**src/rtl/branch_target_table.sv**
```systemverilog
// Branch target table: DEPTH x D-bit entries with a read-only all-ones sentinel at index 0,
// one-cycle lookups in absolute or PC-relative mode, and write-through forwarding.
module branch_target_table #(
  parameter int D     = 12,
  parameter int A     = 6,
  parameter int DEPTH = 49
) (
  input  logic         Clk,
  input  logic         Reset,
  input  logic         wr_en,
  input  logic [A-1:0] wr_addr,
  input  logic [D-1:0] wr_data,
  input  logic         rd_req,
  input  logic [A-1:0] rd_addr,
  input  logic         rel,
  input  logic [D-1:0] pc,
  output logic [D-1:0] target,
  output logic         target_valid,
  output logic         done,
  output logic         miss
);

  localparam logic [A:0]   DEPTH_W = (A+1)'(DEPTH);
  localparam logic [D-1:0] ONES    = '1;

  logic [D-1:0] mem_q [DEPTH];
  logic [D-1:0] target_q, target_d;
  logic         valid_q, valid_d;
  logic         done_q, done_d;
  logic         miss_q, miss_d;

  logic         wr_ok_s;
  logic         rd_in_range_s;
  logic         rd_is_sentinel_s;
  logic [D-1:0] entry_s;

  // Entry 0 is never writable, so the sentinel survives any write pattern.
  assign wr_ok_s          = wr_en && (wr_addr != '0) && ({1'b0, wr_addr} < DEPTH_W);
  assign rd_in_range_s    = ({1'b0, rd_addr} < DEPTH_W);
  assign rd_is_sentinel_s = (rd_addr == '0);

  // Entry selection with same-edge write forwarding
  always_comb begin
    entry_s = '0;
    if (rd_in_range_s) begin
      if (wr_ok_s && (wr_addr == rd_addr)) begin
        entry_s = wr_data;
      end else begin
        entry_s = mem_q[rd_addr];
      end
    end else begin
      entry_s = '0;
    end
  end

  // Next lookup result; target holds when no request is made
  always_comb begin
    target_d = target_q;
    valid_d  = rd_req;
    done_d   = rd_req && rd_is_sentinel_s;
    miss_d   = rd_req && !rd_in_range_s;
    if (!rd_req) begin
      target_d = target_q;
    end else if (!rd_in_range_s) begin
      target_d = '0;
    end else if (rd_is_sentinel_s) begin
      target_d = ONES;
    end else if (rel) begin
      target_d = pc + entry_s;
    end else begin
      target_d = entry_s;
    end
  end

  // Table storage
  always_ff @(posedge Clk or posedge Reset) begin
    if (Reset) begin
      for (int i = 0; i < DEPTH; i++) begin
        mem_q[i] <= (i == 0) ? ONES : '0;
      end
    end else if (wr_ok_s) begin
      mem_q[wr_addr] <= wr_data;
    end
  end

  // Lookup result registers
  always_ff @(posedge Clk or posedge Reset) begin
    if (Reset) begin
      target_q <= '0;
      valid_q  <= 1'b0;
      done_q   <= 1'b0;
      miss_q   <= 1'b0;
    end else begin
      target_q <= target_d;
      valid_q  <= valid_d;
      done_q   <= done_d;
      miss_q   <= miss_d;
    end
  end

  assign target       = target_q;
  assign target_valid = valid_q;
  assign done         = done_q;
  assign miss         = miss_q;

endmodule

```
**config.mk**
```make
export PLATFORM = sky130hd
export DESIGN_NAME = branch_target_table
export DESIGN_NICKNAME = d
export VERILOG_FILES = /design/src/rtl/branch_target_table.sv
export SDC_FILE = /design/constraint.sdc
export NUM_CORES = 1
export LEC_CHECK = 0
export ABC_AREA = 1
export BUFFER_PORTS_ARGS = -buffer_cell sky130_fd_sc_hd__buf_2
export CAP_MARGIN = 10
export CORE_MARGIN = 2
export CORE_UTILIZATION = 29
export CTS_BUF_LIST = sky130_fd_sc_hd__clkbuf_8
export CTS_CLUSTER_SIZE = 12
export DETAILED_ROUTE_END_ITERATION = 8
export PLACE_DENSITY = 0.43
export SLEW_MARGIN = 15
export SYNTH_ARGS = -nofsm -noshare
export SYNTH_HDL_FRONTEND = slang
export SYNTH_SLANG_ARGS = --single-unit
```
**constraint.sdc**
```tcl
create_clock -name Clk -period 38.3 [get_ports Clk]
set_clock_uncertainty 0.1 [all_clocks]
set_input_delay 1.915 -clock Clk [delete_from_list [all_inputs] [get_ports Clk]]
set_output_delay 1.915 -clock Clk [all_outputs]
set_load 0.03 [all_outputs]
```
==> impl_metrics.yaml <==
global_routing:
  grt_usage_pct: 20.0
  grt_pass1_vias: 23900
  antenna_found_initial: 1
  grt_pass1_wl_mm: 156
  grt_max_degree: 150
  gr-total-overflow: 0
place:
  portBuffers: 55
  dp_hpwl_mm: 59.6
  pre_cts_ws_ns: 31.56
  gp_congestion: 0.873
sta:
  worst_slack_ns: 32.39
  final_hold_viol_count: 0
  setup_tns_ns: 0
  period_needed_ns: 5.91
  min_period_over_period_pct: 15.4
  fmax_mhz: 169
  max-slew-margin-rel_pct: 23.5
  finalMaxSlewViolations: 0
  rsz0062_at_grt: "no"
  tightest_slew_ns: 1.15
  setup_viol: 0
yosys:
  yosysSeqAreaShare_pct: 52.8
  postSynth.topFlopCell: "dfrtp_1"
  synth_nets: 3737
  synth_top_area_share_pct: 51.7
  syn_inst: 3684
  ys_warn_count: 0
  yosys.area_share.simple_pct: 22.7
  synth_edf_count: 0
  muxShareOfSynthArea_pct: 0
  synth_commonest_cells: "nand2_1, dfrtp_1, o21ai_0, nor2_1, o21ai_1"
  synth.cell_area_sq_um: 28600
  synth-xor-area-share_pct: 0.214
  synth_compound_area_share_pct: 17.5
  synthAdderAreaFrac_pct: 0.552
  yosysMostFrequentCell: "nand2_1"
  yosys.cell_types.count: 29
  synth.avg_cell_area_sq_um: 7.76
  async_reset_ff_share_pct: 100
  synth_area_leaders: "dfrtp_1, nand2_1, o21ai_0"
  yosys.area.top_type: "dfrtp_1"
  synth_top_family_by_area: "simple AND/OR/NAND/NOR gates"
  ys_ff_latch: 603
power_and_ir_drop:
  cellLeakagePower_nw: 14.9
  clkPwrFrac_pct: 38.4
  ir_worst_vdd_v: 0.0000217
  p_per_area_nw_per_um2: 48.9
  seq_power_share_pct: 48.1
  p_int_w: 0.00108
  p_sw_w: 0.000467
  combPwrFrac_pct: 13.5
  sw_frac_of_total_pct: 30.2
clocking:
  htree_levels: 3
  cts_buffers: 109
  cts_sinks: 603
  cts_root_buf: "clkbuf_8"
  clk_latency_ns: 0.77
  clk_pin_slew_ns: 0.06
  cts.repair.resized: 0
  post-cts-setup-buffers: 0
  clockBufferDepth: 3
  cts_tree: "yes"
  holdBufCountCts: 0
worst_setup_path:
  r2r-start: "mem_q[363]"
  worstPathArrival_ns: 6.46
  critPathTopFamily: "buffers and inverters"
  cp_cell_sequence: "buf_8, inv_8, buf_4, nor2_1, o21ai_0, nand2_1, nand2_1, inv_1, nand2_1, a21oi_1, a21oi_1, ha_1, inv_1, nor3_1, nand3_1, nand3_1, nor2_1, nor2_1, nand2_1, nand3_1, nand3_1, nand2_1, nand2_1"
  path_max_fanout: 149
  path_common_cell: "nand2_1"
  startpoint_type: "input port"
  critPathLaunch: "rd_addr[0]"
  crit_buf_inv: 5
  slowest_delay_ns: 0.74
  cp-end-kind: "flop"
  path_class: "input port to flop"
  cp_slowest_cell: "buf_4"
  required_ns: 38.85
floorplanning:
  dieArea_sq_um: 101000
  core-area_sq_um: 98000
  die_h_um: 318
  initial_core_util_pct: 29.2
  die_w_um: 318
  io_pins: 56
  rows: 115
outcome:
  status: "complete, no violations"
routing:
  initialDrtViolationCount: 1885
  firstDrtPassIters: 5
  drc_errors: 0
  vias: 24200
  routed_wirelength_mm: 101
  ant_nets: 0
  vias_per_cell: 4.87
  wl_per_cell_um: 20.3
cells_and_area:
  area_growth_pct: 10.8
  drive_gt1_share_pct: 8.08
  fill_cells: 10600
  nets: 3642
  multi_input_area_sq_um: 11700
  seqCellArea_sq_um: 15100
min_path:
  min-delay-path-class: "flop to flop"
  min_from: "mem_q[580]"
job:
  drv_cap: 0
==> layout make-up <==
cell class                      count  share of cell area (%)
Clock inverter                     70                   0.979
Antenna cell                        2                  0.0158
Sequential cell                   603                    47.7
Clock buffer                      130                    5.65
Inverter                          156                    1.90
Timing Repair Buffer               89                    1.77
Tap cell                         1287                    5.08
Multi-Input combinational cell   2630                    36.9
==> power by group through the flow <==
stage	Clock (W)	Combinational, W	Sequential [W]
after floorplan	0	0.000143	0.000751
after global placement	0	0.000208	0.000755
after detailed placement	0	0.000211	0.000754
after CTS	0.000612	0.000211	0.000744
after global routing	0.000640	0.000240	0.000753
final	0.000595	0.000208	0.000745
==> per-layer routing <==
| layer | vias up | track usage (%) | share of wire (%) |
|---|---|---|---|
| met5 | - | 0 | 0 |
| met4 | 0 | 6.24 | 2.5 |
| met3 | 129 | 2.41 | 3.8 |
| met2 | 492 | 32.2 | 46 |
| met1 | 11800 | 28.1 | 48 |
| li1 | 11800 | - | - |
==> layout by cell type, fill, tap and decap left out, types with 4 or more instances in the layout <==
cell	instances
buf_2	53
a21oi_1	48
nand2_2	24
o21ai_0	563
inv_2	16
xor2_1	6
inv_1	192
o21ai_1	307
nor2_1	466
o211ai_1	43
o22ai_1	5
dfstp_2	12
buf_4	33
nand2_1	1000
nor4_4	4
nor3_1	4
ha_1	11
dfrtp_1	591
clkbuf_8	130
clkinv_2	9
nand3_1	136
==> path summary, 6_finish.rpt <==
| kind | cells past startpoint | end | slack [ns] |
|---|---|---|---|
| setup / recovery | 23 | target[11] | 32.39 |
| hold / removal | 0 | mem_q[580] | 0.26 |
| setup reg to reg | 22 | target[8] | 34.74 |
| hold reg to reg | 0 | mem_q[580] | 0.26 |
| max in group asynchronous | 5 | mem_q[453] | 34.00 |
| min in group asynchronous | 2 | mem_q[129] | 1.22 |
==> metrics by stage <==
step                      cell area [sq um]  total power [W]  hold WS [ns]  cells  utilization, %
after floorplan                       28600         0.000894         0.328   3684               -
after global placement                29600         0.000963         0.258   4765            30.2
after detailed placement              29600         0.000965         0.258   4765            30.2
after CTS                             31700          0.00157         0.266   4965            32.3
after global routing                  31700          0.00163         0.270   4967            32.3
final                                 31700          0.00155         0.265   4967            32.3
==> cell families (layout without fill, tap and decap cells) <==
kind of cell               Yosys count  in the layout
DFF                                603            603
and+or+nand+nor                   1639           1639
adders and majority gates           12             12
xor gates and xnor gates             7              7
buffers and inverters              451            445
AOI/OAI and AO/OA                  972            972
other                                0              2
==> worst register-to-register path: cells and delay by family, from the launching register on <==
kind                       cells  cell delay [ns]
AOI/OAI and AO/OA              8             1.88
and+or+nand+nor               10             0.70
DFF                            1             0.34
adders and majority gates      1             0.33
buffers and inverters          3             0.17
==> sequential cells by signal (all words and copies together) (netlist names) <==
signal / count
mem_q: 588
target: 12
done: 1
miss: 1
target_valid: 1
(Power assumes the default switching activity.)
